`src/rtl/lcd_spi_panel_driver.sv`:
```
// ST7789-class 4-wire SPI panel driver: power-up, reset, init ROM,
// then endless RGB565 window streaming from a valid/ready source.
module lcd_spi_panel_driver #(
    parameter int CLK_DIV   = 2,
    parameter int DISP_W    = 135,
    parameter int DISP_H    = 240,
    parameter int COL_OFS   = 52,
    parameter int ROW_OFS   = 40,
    parameter int START_DLY = 2700000,
    parameter int HWRST_DLY = 270,
    parameter int LONG_DLY  = 2700000,
    parameter int SHORT_DLY = 135000,
    parameter int INVERT    = 1
) (
    input  logic        clk,
    input  logic        rst,
    input  logic [15:0] pix_data,
    input  logic        pix_valid,
    output logic        pix_ready,
    output logic        frame_start,
    output logic        init_done,
    output logic        lcd_rst,
    output logic        lcd_rs,
    output logic        lcd_sd,
    output logic        lcd_scl,
    output logic        lcd_cs
);

    localparam logic [2:0] S_START   = 3'd0;
    localparam logic [2:0] S_HWRST   = 3'd1;
    localparam logic [2:0] S_POSTRST = 3'd2;
    localparam logic [2:0] S_INIT    = 3'd3;
    localparam logic [2:0] S_WINDOW  = 3'd4;
    localparam logic [2:0] S_STREAM  = 3'd5;

    localparam logic [2:0] P_GAP  = 3'd0;
    localparam logic [2:0] P_LO   = 3'd1;
    localparam logic [2:0] P_HI   = 3'd2;
    localparam logic [2:0] P_WAIT = 3'd3;
    localparam logic [2:0] P_TAIL = 3'd4;

    localparam logic [1:0] G_N = 2'd0;
    localparam logic [1:0] G_S = 2'd1;
    localparam logic [1:0] G_L = 2'd2;

    localparam logic [4:0] IDX_WIN   = 5'd9;
    localparam logic [4:0] IDX_RAMWR = 5'd19;

    localparam int NPIX = DISP_W * DISP_H;
    localparam int PCW  = $clog2(NPIX + 1);
    localparam logic [PCW-1:0] NPIX_C = PCW'(NPIX);

    localparam int GN = 2 * CLK_DIV;
    localparam int GS = (SHORT_DLY > GN) ? SHORT_DLY : GN;
    localparam int GL = (LONG_DLY > GN) ? LONG_DLY : GN;

    localparam logic [31:0] START_M1 = 32'(START_DLY - 1);
    localparam logic [31:0] HWRST_M1 = 32'(HWRST_DLY - 1);
    localparam logic [31:0] LONG_M1  = 32'(LONG_DLY - 1);
    localparam logic [31:0] GN_M1    = 32'(GN - 1);
    localparam logic [31:0] GS_M1    = 32'(GS - 1);
    localparam logic [31:0] GL_M1    = 32'(GL - 1);
    localparam logic [15:0] DIV_M1   = 16'(CLK_DIV - 1);

    localparam logic [15:0] CS_W = 16'(COL_OFS);
    localparam logic [15:0] CE_W = 16'(COL_OFS + DISP_W - 1);
    localparam logic [15:0] RS_W = 16'(ROW_OFS);
    localparam logic [15:0] RE_W = 16'(ROW_OFS + DISP_H - 1);
    localparam logic [7:0]  INV_CMD = (INVERT != 0) ? 8'h21 : 8'h20;

    // Bytes of the init sequence (0..8) followed by the window setup (9..19).
    function automatic logic [7:0] rom_byte(input logic [4:0] i);
        case (i)
            5'd0:    rom_byte = 8'h01;
            5'd1:    rom_byte = 8'h11;
            5'd2:    rom_byte = 8'h3A;
            5'd3:    rom_byte = 8'h55;
            5'd4:    rom_byte = 8'h36;
            5'd5:    rom_byte = 8'h00;
            5'd6:    rom_byte = INV_CMD;
            5'd7:    rom_byte = 8'h13;
            5'd8:    rom_byte = 8'h29;
            5'd9:    rom_byte = 8'h2A;
            5'd10:   rom_byte = CS_W[15:8];
            5'd11:   rom_byte = CS_W[7:0];
            5'd12:   rom_byte = CE_W[15:8];
            5'd13:   rom_byte = CE_W[7:0];
            5'd14:   rom_byte = 8'h2B;
            5'd15:   rom_byte = RS_W[15:8];
            5'd16:   rom_byte = RS_W[7:0];
            5'd17:   rom_byte = RE_W[15:8];
            5'd18:   rom_byte = RE_W[7:0];
            5'd19:   rom_byte = 8'h2C;
            default: rom_byte = 8'h00;
        endcase
    endfunction

    // Per-byte control: {rs, last byte of transaction, post-delay select}.
    function automatic logic [3:0] rom_ctl(input logic [4:0] i);
        case (i)
            5'd0, 5'd1, 5'd8:         rom_ctl = {1'b0, 1'b1, G_L};
            5'd2, 5'd4, 5'd9, 5'd14:  rom_ctl = {1'b0, 1'b0, G_N};
            5'd3:                     rom_ctl = {1'b1, 1'b1, G_S};
            5'd5, 5'd13, 5'd18:       rom_ctl = {1'b1, 1'b1, G_N};
            5'd6, 5'd7:               rom_ctl = {1'b0, 1'b1, G_S};
            5'd19:                    rom_ctl = {1'b0, 1'b1, G_N};
            default:                  rom_ctl = {1'b1, 1'b0, G_N};
        endcase
    endfunction

    logic [2:0]     state_q, state_d;
    logic [2:0]     ph_q, ph_d;
    logic [31:0]    cnt_q, cnt_d;
    logic [15:0]    div_q, div_d;
    logic [2:0]     bitn_q, bitn_d;
    logic [7:0]     sh_q, sh_d;
    logic [4:0]     idx_q, idx_d;
    logic [1:0]     gsel_q, gsel_d;
    logic [15:0]    pbuf_q, pbuf_d;
    logic           pfull_q, pfull_d;
    logic [7:0]     lo_q, lo_d;
    logic           lopend_q, lopend_d;
    logic [PCW-1:0] pcnt_q, pcnt_d;
    logic           scl_q, scl_d;
    logic           cs_q, cs_d;
    logic           sd_q, sd_d;
    logic           rs_q, rs_d;
    logic           lrst_q, lrst_d;
    logic           idone_q, idone_d;

    logic           hs;
    logic [3:0]     ctl;
    logic [31:0]    gap_m1;
    logic           start;
    logic           byte_end;
    logic           take_pix;
    logic           ld;
    logic [7:0]     ld_byte;
    logic           ld_rs;

    // Pixel handshake: one-entry buffer, closed once the frame is fully taken.
    assign pix_ready   = (state_q == S_STREAM) && !pfull_q && (pcnt_q != NPIX_C);
    assign hs          = pix_valid && pix_ready;
    assign frame_start = hs && (pcnt_q == '0);

    assign init_done = idone_q;
    assign lcd_rst   = lrst_q;
    assign lcd_rs    = rs_q;
    assign lcd_sd    = sd_q;
    assign lcd_scl   = scl_q;
    assign lcd_cs    = cs_q;

    // Sequencer, SPI bit engine and pixel buffer next-state logic.
    always_comb begin
        state_d  = state_q;
        ph_d     = ph_q;
        cnt_d    = cnt_q;
        div_d    = div_q;
        bitn_d   = bitn_q;
        sh_d     = sh_q;
        idx_d    = idx_q;
        gsel_d   = gsel_q;
        pbuf_d   = pbuf_q;
        pfull_d  = pfull_q;
        lo_d     = lo_q;
        lopend_d = lopend_q;
        pcnt_d   = pcnt_q;
        scl_d    = scl_q;
        cs_d     = cs_q;
        sd_d     = sd_q;
        rs_d     = rs_q;
        lrst_d   = lrst_q;
        idone_d  = idone_q;
        start    = 1'b0;
        byte_end = 1'b0;
        take_pix = 1'b0;
        ld       = 1'b0;
        ld_byte  = 8'h00;
        ld_rs    = 1'b1;
        ctl      = rom_ctl(idx_q);

        case (gsel_q)
            G_S:     gap_m1 = GS_M1;
            G_L:     gap_m1 = GL_M1;
            default: gap_m1 = GN_M1;
        endcase

        if (hs) begin
            pbuf_d  = pix_data;
            pfull_d = 1'b1;
            pcnt_d  = pcnt_q + PCW'(1);
        end

        case (state_q)
            S_START: begin
                if (cnt_q == START_M1) begin
                    cnt_d   = '0;
                    state_d = S_HWRST;
                    lrst_d  = 1'b0;
                end else begin
                    cnt_d = cnt_q + 32'd1;
                end
            end
            S_HWRST: begin
                if (cnt_q == HWRST_M1) begin
                    cnt_d   = '0;
                    state_d = S_POSTRST;
                    lrst_d  = 1'b1;
                end else begin
                    cnt_d = cnt_q + 32'd1;
                end
            end
            S_POSTRST: begin
                if (cnt_q == LONG_M1) begin
                    cnt_d   = '0;
                    state_d = S_INIT;
                    start   = 1'b1;
                end else begin
                    cnt_d = cnt_q + 32'd1;
                end
            end
            default: begin
                case (ph_q)
                    P_GAP: begin
                        if (cnt_q == gap_m1) begin
                            cnt_d = '0;
                            start = 1'b1;
                            if (state_q == S_INIT && idx_q == IDX_WIN) begin
                                idone_d = 1'b1;
                                state_d = S_WINDOW;
                            end
                        end else begin
                            cnt_d = cnt_q + 32'd1;
                        end
                    end
                    P_LO: begin
                        if (div_q == DIV_M1) begin
                            div_d = '0;
                            scl_d = 1'b1;
                            ph_d  = P_HI;
                        end else begin
                            div_d = div_q + 16'd1;
                        end
                    end
                    P_HI: begin
                        if (div_q == DIV_M1) begin
                            div_d = '0;
                            scl_d = 1'b0;
                            if (bitn_q != 3'd7) begin
                                bitn_d = bitn_q + 3'd1;
                                sh_d   = {sh_q[6:0], 1'b0};
                                sd_d   = sh_q[6];
                                ph_d   = P_LO;
                            end else begin
                                rs_d     = 1'b1;
                                byte_end = 1'b1;
                            end
                        end else begin
                            div_d = div_q + 16'd1;
                        end
                    end
                    P_WAIT: begin
                        take_pix = pfull_q;
                    end
                    P_TAIL: begin
                        if (div_q == DIV_M1) begin
                            div_d = '0;
                            cs_d  = 1'b1;
                            ph_d  = P_GAP;
                            cnt_d = '0;
                            if (state_q == S_STREAM) begin
                                state_d = S_WINDOW;
                                idx_d   = IDX_WIN;
                                pcnt_d  = '0;
                                gsel_d  = G_N;
                            end else begin
                                idx_d  = idx_q + 5'd1;
                                gsel_d = ctl[1:0];
                            end
                        end else begin
                            div_d = div_q + 16'd1;
                        end
                    end
                    default: ph_d = P_GAP;
                endcase
            end
        endcase

        if (byte_end) begin
            if (state_q == S_STREAM) begin
                if (lopend_q) begin
                    ld       = 1'b1;
                    ld_byte  = lo_q;
                    lopend_d = 1'b0;
                end else if (pfull_q) begin
                    take_pix = 1'b1;
                end else if (pcnt_q == NPIX_C) begin
                    ph_d = P_TAIL;
                end else begin
                    ph_d = P_WAIT;
                end
            end else if (ctl[2]) begin
                ph_d = P_TAIL;
            end else begin
                idx_d   = idx_q + 5'd1;
                ld      = 1'b1;
                ld_byte = rom_byte(idx_q + 5'd1);
            end
        end

        if (take_pix) begin
            ld       = 1'b1;
            ld_byte  = pbuf_q[15:8];
            lo_d     = pbuf_q[7:0];
            lopend_d = 1'b1;
            pfull_d  = 1'b0;
        end

        if (start) begin
            ld      = 1'b1;
            ld_byte = rom_byte(idx_q);
            ld_rs   = ctl[3];
            cs_d    = 1'b0;
            if (idx_q == IDX_RAMWR) begin
                state_d = S_STREAM;
            end
        end

        if (ld) begin
            sh_d   = ld_byte;
            sd_d   = ld_byte[7];
            rs_d   = ld_rs;
            bitn_d = '0;
            div_d  = '0;
            scl_d  = 1'b0;
            ph_d   = P_LO;
        end
    end

    // State and pin registers; reset forces the pins idle at once.
    always_ff @(posedge clk or negedge rst) begin
        if (!rst) begin
            state_q  <= S_START;
            ph_q     <= P_GAP;
            cnt_q    <= '0;
            div_q    <= '0;
            bitn_q   <= '0;
            sh_q     <= '0;
            idx_q    <= '0;
            gsel_q   <= G_N;
            pbuf_q   <= '0;
            pfull_q  <= 1'b0;
            lo_q     <= '0;
            lopend_q <= 1'b0;
            pcnt_q   <= '0;
            scl_q    <= 1'b0;
            cs_q     <= 1'b1;
            sd_q     <= 1'b0;
            rs_q     <= 1'b1;
            lrst_q   <= 1'b1;
            idone_q  <= 1'b0;
        end else begin
            state_q  <= state_d;
            ph_q     <= ph_d;
            cnt_q    <= cnt_d;
            div_q    <= div_d;
            bitn_q   <= bitn_d;
            sh_q     <= sh_d;
            idx_q    <= idx_d;
            gsel_q   <= gsel_d;
            pbuf_q   <= pbuf_d;
            pfull_q  <= pfull_d;
            lo_q     <= lo_d;
            lopend_q <= lopend_d;
            pcnt_q   <= pcnt_d;
            scl_q    <= scl_d;
            cs_q     <= cs_d;
            sd_q     <= sd_d;
            rs_q     <= rs_d;
            lrst_q   <= lrst_d;
            idone_q  <= idone_d;
        end
    end

endmodule

```
`config.mk`:
```
export PLATFORM = sky130hd
export DESIGN_NAME = lcd_spi_panel_driver
export DESIGN_NICKNAME = d
export VERILOG_FILES = /design/src/rtl/lcd_spi_panel_driver.sv
export SDC_FILE = /design/constraint.sdc
export NUM_CORES = 1
export LEC_CHECK = 0
export BUFFER_PORTS_ARGS = -buffer_cell sky130_fd_sc_hd__buf_2
export CAP_MARGIN = 5
export CORE_ASPECT_RATIO = 0.7
export CORE_MARGIN = 8
export CORE_UTILIZATION = 30
export DETAILED_ROUTE_END_ITERATION = 12
export PLACE_DENSITY = 0.55
export SYNTH_ARGS = -nofsm -noshare
export SYNTH_HDL_FRONTEND = slang
export SYNTH_SLANG_ARGS = --single-unit
```
`constraint.sdc`:
```
create_clock -name clk -period 2.8 [get_ports clk]
set_input_delay 0.42 -clock clk [delete_from_list [all_inputs] [get_ports clk]]
set_output_delay 0.42 -clock clk [all_outputs]
set_load 0.02 [all_outputs]
```
==> results of run 1 <==
## flip-flops by register name (all words and copies together), names as in the netlist, 5 cells and up
register	count
cnt_q	32
div_q	16
idx_q	5
lo_q	8
pbuf_q	16
pcnt_q	15
sh_q	7
## placed cells by master, fill, tap and decap left out, types with 16 or more instances in the layout
master and instances:
sky130_fd_sc_hd__a21oi_1 31, sky130_fd_sc_hd__a31oi_1 17, sky130_fd_sc_hd__buf_2 25, sky130_fd_sc_hd__buf_4 67, sky130_fd_sc_hd__clkbuf_16 17, sky130_fd_sc_hd__dfrtp_1 115, sky130_fd_sc_hd__ha_1 18, sky130_fd_sc_hd__inv_1 31
sky130_fd_sc_hd__mux2_2 25, sky130_fd_sc_hd__nand2_1 85, sky130_fd_sc_hd__nand3_1 46, sky130_fd_sc_hd__nand4_1 16, sky130_fd_sc_hd__nor2_1 81, sky130_fd_sc_hd__nor3_1 44, sky130_fd_sc_hd__o21ai_0 31, sky130_fd_sc_hd__xnor2_1 18
sky130_fd_sc_hd__xor2_1 19
## layer usage
layer,part of all wire,vias to the layer above,global-route usage
met5,0,-,0
met4,0.010,0,0.0388
met3,0.052,11,0.0387
met2,0.39,153,0.174
met1,0.54,3177,0.220
li1,-,3152,-
## power by group
group          total, mW  switching (mW)  leakage [nW]  internal (mW)
clock network       2.50           0.815         0.325           1.69
registers           1.71               0          1.61           1.71
logic             0.0532          0.0391          2.00         0.0141
total               4.26           0.854          3.94           3.41
## repair_timing
item,4_1_cts,5_1_grt
pin swaps,0,1
hold endpoints to repair,22,0
setup buffers,0,2
resized for setup,1,10
endpoints found under the setup margin,3,25
hold buffers,1,0
## through the flow
| stage | std cells | hold slack, ps |
|---|---|---|
| 2_1_floorplan | 825 | 124 |
| 3_3_place_gp | 1199 | 362 |
| 3_5_place_dp | 1199 | 360 |
| 4_1_cts | 1231 | 206 |
| 5_1_grt | 1233 | 204 |
| 6_report | 1233 | 222 |
## layout make-up
type	instances	area [um^2]	share of cell area
Multi-Input combinational cell	633	4230	0.467
Sequential cell	118	2960	0.327
Clock inverter	8	168	0.0185
Inverter	31	116	0.0129
Clock buffer	23	498	0.0550
Tap cell	325	407	0.0449
Timing Repair Buffer	95	678	0.0749
## final timing paths
kind	startpoint	end	slack, ps	cells past startpoint
worst min-delay path	pix_data[13]	pbuf_q[13]	220	2
worst max register to register	idx_q[0]	lcd_sd	80	8
max in group asynchronous	rst	lo_q[0]	1570	3
worst max-delay path	idx_q[0]	lcd_sd	80	8
min in group asynchronous	rst	div_q[15]	450	2
worst min register to register	init_done	init_done	470	1
## cell families after synthesis
logic type / synth area share
AND/OR/NAND/NOR: 0.273
AO/OA/AOI/OAI: 0.157
flip-flops: 0.397
buffers and inverters: 0.0447
XOR/XNOR: 0.0435
multiplexers: 0.0529
adder cells (fa/ha/maj): 0.0319
==> flow_summary_export.csv, run 1 <==
group,metric,value,unit
yosys,syn_area_per_cell,9.03,um^2
final_layout,layout-drive-gt1-share,0.217,
cts,cts_sinks,118,
yosys,netlist_area,7450,um^2
global_route,residual_overflow_from_global_routing,0,
yosys,synth_sequential_area_ratio,0.397,
global_route,track_usage,0.139,
setup_path,cell_with_the_largest_stage_delay_on_the_worst_path,"sky130_fd_sc_hd__nor4_1",
yosys,synth_top_area_share,0.386,
yosys,synth_top_cells_by_count,"sky130_fd_sc_hd__dfrtp_1 (115), sky130_fd_sc_hd__nand2_1 (85), sky130_fd_sc_hd__nor2_1 (81), sky130_fd_sc_hd__nand3_1 (46), sky130_fd_sc_hd__nor3_1 (44)",
yosys,synth-edff-count,0,
cts,cts-htree-levels,4,
floorplan,core,24500,um^2
place,placement.setup.worst_slack,18.9,ps
setup_path,crit_path_max_incr_delay,920,ps
final_layout,synthToLayoutAreaGrowth,21.5,%
place,post_dp_cell_area,8310,um^2
cts,source_to_sink_clock_delay_at_the_later_pin_of_the_worst_skew_pair,430,ps
detailed_routing,postRouteAntennaNets,0,
detailed_routing,drc,0,
cts,clock_tree_from_tritoncts,"built",
setup_path,critical_path_required,3170,ps
status,status,"finished, final reports clean",
timing,rsz_0062_raised_after_global_routing,"true",
yosys,count_of_state_elements_after_synthesis,118,
global_route,grt_antenna_before_repair,0,
cts,cts_made_buffers,17,
floorplan,floorplan.die.height,148,um
global_route,maximum_number_of_pins_on_one_net_before_global_route_repair,62,
yosys,synth_area_leaders,"sky130_fd_sc_hd__dfrtp_1 (39%), sky130_fd_sc_hd__nand2_1 (4.3%), sky130_fd_sc_hd__nor2_1 (4.1%)",
timing,fmaxAchievable,368,MHz
detailed_routing,dr_total_vias,6493,
hold_path,min_path_type,"input port to flip-flop",
timing,worst_slew_pin_slew,1070,ps
setup_path,arrival,3090,ps
detailed_routing,detail_route.vias_per_cell,5.27,
timing,drv_slew,0,
global_route,grt_pass1_wl,33400,um
detailed_routing,wl,20600,um
final_layout,final_area,9050,um^2
global_route,number_of_global_route_vias_before_repair,5866,
yosys,yosys.area.top_type,"sky130_fd_sc_hd__dfrtp_1",
detailed_routing,first_drt_iteration_drcs,570,
detailed_routing,dr.pass1.iters,5,
yosys,synth.most_common_cell,"sky130_fd_sc_hd__dfrtp_1",
final_layout,postLayoutCoreUtil,0.369,
cts,clk_path_buf_depth,2,
setup_path,startpoint_class,"flip-flop",
floorplan,floorplan.die_area,30200,um^2
timing,period_minus_slack,2720,ps
setup_path,worstPathCellList,"inv_1 -> ha_1 -> nor2b_1 -> a2111oi_1 -> nor4_1 -> a32oi_1 -> a211oi_1 -> a211o_1",
yosys,synth.net_count,863,
place,io_buffers,26,
pwr,vdd_ir_drop_max,0.394,mV
cts,clkSlewWorstSetupHoldPaths,60,ps
place,gpl.final_weighted_congestion,0.909,
timing,worst_slew_margin_rel,0.279,
timing,final_hold_viol_count,0,
yosys,syn-instance-count,825,
floorplan,core.rowCount,48,
timing,tcrit_tclk_final,0.972,
timing,pnr_worst_setup_slack,79.0,ps
pwr,report.power.total,4.26,mW
cts,root_buf_cell,"sky130_fd_sc_hd__clkbuf_16",
pwr,power_per_unit_of_standard_cell_area,471,nW/um^2
final_layout,diodes,0,
yosys,postSynth.topFlopCell,"sky130_fd_sc_hd__dfrtp_1",
yosys,yosysWarningCount,0,
setup_path,buffers_inverters_on_critical_path,1,
final_layout,number_of_nets_in_the_layout,934,
place,dpl.hpwl,15100,um
timing,timing.clock.skew,14.5,ps
timing,finalSetupViolCount,0,
timing,setup_tns,0,ps
run,maxCapViolations,0,
setup_path,worst-setup-path-type,"flip-flop to flip-flop",
floorplan,die-width,204,um
setup_path,critical_path.max_fanout,6,
detailed_routing,route.detailed.wl_per_inst,16.7,um
floorplan,design.portCount,27,
yosys,synth.distinct_cells,86,
pwr,leakage_component_of_the_power,3.94,nW
setup_path,critPathTopFamily,"simple AND/OR/NAND/NOR gates",
setup_path,setup.worst_path.end_class,"flip-flop",
final_layout,fillerInstances,2454,
floorplan,floorplan.initialDensity,0.304,
yosys,asyncSetResetFlopFracSynth,1.00,
Power figures use the tool's default switching activity.
==> run 2: changes to the inputs <==
--- a/config.mk
+++ b/config.mk
@@ -11,7 +11,7 @@
 export CORE_MARGIN = 8
 export CORE_UTILIZATION = 30
 export DETAILED_ROUTE_END_ITERATION = 12
-export PLACE_DENSITY = 0.55
+export PLACE_DENSITY_LB_ADDON = 0.2
 export SYNTH_ARGS = -nofsm -noshare
 export SYNTH_HDL_FRONTEND = slang
 export SYNTH_SLANG_ARGS = --single-unit
==> flow_summary_export.csv, run 2 (synthesized netlist as in run 1, its figures left out) <==
group,metric,value,unit
detailed_routing,postRouteAntennaNets,0,
setup_path,crit_path_max_incr_delay,460,ps
setup_path,worstPathCellList,"nor4_1 -> and4_1 -> inv_1 -> o32ai_4 -> nor4b_2 -> buf_4 -> a221o_1",
timing,final_hold_viol_count,0,
setup_path,worst-setup-path-type,"flip-flop to flip-flop",
global_route,grt_pass1_wl,35000,um
setup_path,worstRegToRegCells,7,
cts,clkSlewWorstSetupHoldPaths,60,ps
detailed_routing,dr.pass1.iters,5,
cts,cts-htree-levels,4,
final_layout,largest_reg_flops,32,
final_layout,largest-register,"cnt_q",
final_layout,synthToLayoutAreaGrowth,23.9,%
global_route,track_usage,0.145,
global_route,grt_antenna_before_repair,0,
timing,tcrit_tclk_final,0.961,
detailed_routing,wl,21500,um
place,gpl.final_weighted_congestion,0.867,
pwr,report.power.total,4.33,mW
place,post_dp_cell_area,8500,um^2
timing,worst_slew_pin_slew,653,ps
setup_path,worst-r2r-setup-slack,110,ps
place,dpl.hpwl,16000,um
final_layout,diodes,0,
floorplan,design.portCount,27,
hold_path,min_path_cells,2,
final_layout,number_of_nets_in_the_layout,956,
detailed_routing,first_drt_iteration_drcs,476,
setup_path,critical_path_required,3100,ps
global_route,residual_overflow_from_global_routing,0,
cts,cts_made_buffers,17,
timing,fmaxAchievable,372,MHz
setup_path,critical_path.max_fanout,13,
cts,root_buf_cell,"sky130_fd_sc_hd__clkbuf_16",
cts,cts_sinks,118,
setup_path,arrival,2990,ps
detailed_routing,detail_route.vias_per_cell,5.22,
floorplan,die-width,204,um
cts,source_to_sink_clock_delay_at_the_later_pin_of_the_worst_skew_pair,430,ps
cts,clock_tree_from_tritoncts,"built",
setup_path,cell_with_the_largest_stage_delay_on_the_worst_path,"sky130_fd_sc_hd__and4_1",
floorplan,core.rowCount,48,
place,placement.setup.worst_slack,38.8,ps
pwr,power_per_unit_of_standard_cell_area,469,nW/um^2
floorplan,floorplan.initialDensity,0.304,
hold_path,min_from,"pix_data[11]",
final_layout,mostFrequentLayoutCell,"sky130_fd_sc_hd__dfrtp_1",
global_route,maximum_number_of_pins_on_one_net_before_global_route_repair,60,
timing,worst_slew_margin_rel,0.561,
detailed_routing,route.detailed.wl_per_inst,17.1,um
timing,period_minus_slack,2690,ps
final_layout,reg_top3,"cnt_q x32, div_q x16, pbuf_q x16",
final_layout,commonest_cells_after_routing_fill_and_taps_aside,"sky130_fd_sc_hd__dfrtp_1 (115), sky130_fd_sc_hd__buf_4 (89), sky130_fd_sc_hd__nand2_1 (85)",
hold_path,hold_end,"pbuf_q[11]",
setup_path,startpoint_class,"flip-flop",
timing,drv_slew,0,
final_layout,postLayoutCoreUtil,0.377,
floorplan,core,24500,um^2
pwr,leakage_component_of_the_power,4.03,nW
final_layout,final_area,9230,um^2
hold_path,min_path_type,"input port to flip-flop",
cts,post-cts-setup-buffers,0,
setup_path,critPathTopFamily,"simple AND/OR/NAND/NOR gates",
timing,pnr_worst_setup_slack,109,ps
final_layout,layout-drive-gt1-share,0.240,
cts,clk_path_buf_depth,2,
floorplan,floorplan.die.height,148,um
setup_path,worst_r2r_startpoint,"cnt_q[23]",
setup_path,regToRegEndpoint,"div_q[2]",
timing,timing.clock.skew,11.4,ps
detailed_routing,dr_total_vias,6556,
run,maxCapViolations,0,
status,status,"finished, final reports clean",
floorplan,floorplan.die_area,30200,um^2
global_route,number_of_global_route_vias_before_repair,6057,
pwr,vdd_ir_drop_max,0.434,mV
timing,finalSetupViolCount,0,
setup_path,setup.worst_path.end_class,"flip-flop",
detailed_routing,drc,0,
setup_path,buffers_inverters_on_critical_path,2,
place,io_buffers,26,
timing,setup_tns,0,ps
[run 2: cell types whose count changed in the layout (fill, tap and decap cells not counted), sizes merged]
cell | previous run | this run
bufinv | 5 | 6
clkbuf | 23 | 20
buf | 94 | 116
clkinvlp | 1 | 4
[run 2: per-stage QoR]
| stage | cells | hold WS [ps] |
|---|---|---|
| after floorplan | 825 | 124 |
| after global placement | 1223 | 429 |
| after detailed placement | 1223 | 426 |
| after CTS | 1256 | 201 |
| after global routing | 1256 | 204 |
| final | 1256 | 227 |
[run 2: worst max path at each step]
stage | from | to | slack, ps | cells after the start
2_1_floorplan | idx_q[1] | ph_q[2] | 110 | 10
3_3_place_gp | idx_q[0] | sh_q[1] | 60 | 11
3_5_place_dp | idx_q[0] | idx_q[3] | 40 | 10
4_1_cts | idx_q[0] | idx_q[3] | 30 | 10
5_1_grt | idx_q[0] | idx_q[3] | -2 | 10
6_report | cnt_q[23] | div_q[2] | 110 | 7
[run 2: final cells by class]
cell class	instances	area (um^2)
fillers	2499	15300
multi-input cells	633	4220
flip-flops and latches	118	2960
repair buffers	117	843
clock buffers	20	457
well taps	325	407
clock inverters	12	224
inverters	31	116
[run 2: what timing repair did]
| action | 4_1_cts | 5_1_grt |
|---|---|---|
| endpoints found under the setup margin | 0 | 15 |
| hold buffers | 1 | 0 |
| endpoints found under the hold margin | 31 | 0 |
| resized for setup | 0 | 9 |
[run 2: per-layer routing]
| layer | GRT usage | up-vias | share of wire |
|---|---|---|---|
| li1 | - | 3210 | - |
| met1 | 0.232 | 3145 | 0.54 |
| met2 | 0.184 | 186 | 0.39 |
| met3 | 0.0330 | 15 | 0.060 |
| met4 | 0.0399 | 0 | 0.011 |
| met5 | 0 | - | 0 |
[run 2: report_power, final]
group | total (mW) | switching (mW) | internal (mW) | leakage (nW)
clock network | 2.57 | 0.853 | 1.72 | 0.318
registers | 1.71 | 0 | 1.71 | 1.61
logic | 0.0529 | 0.0389 | 0.0141 | 2.10
total | 4.33 | 0.892 | 3.44 | 4.03
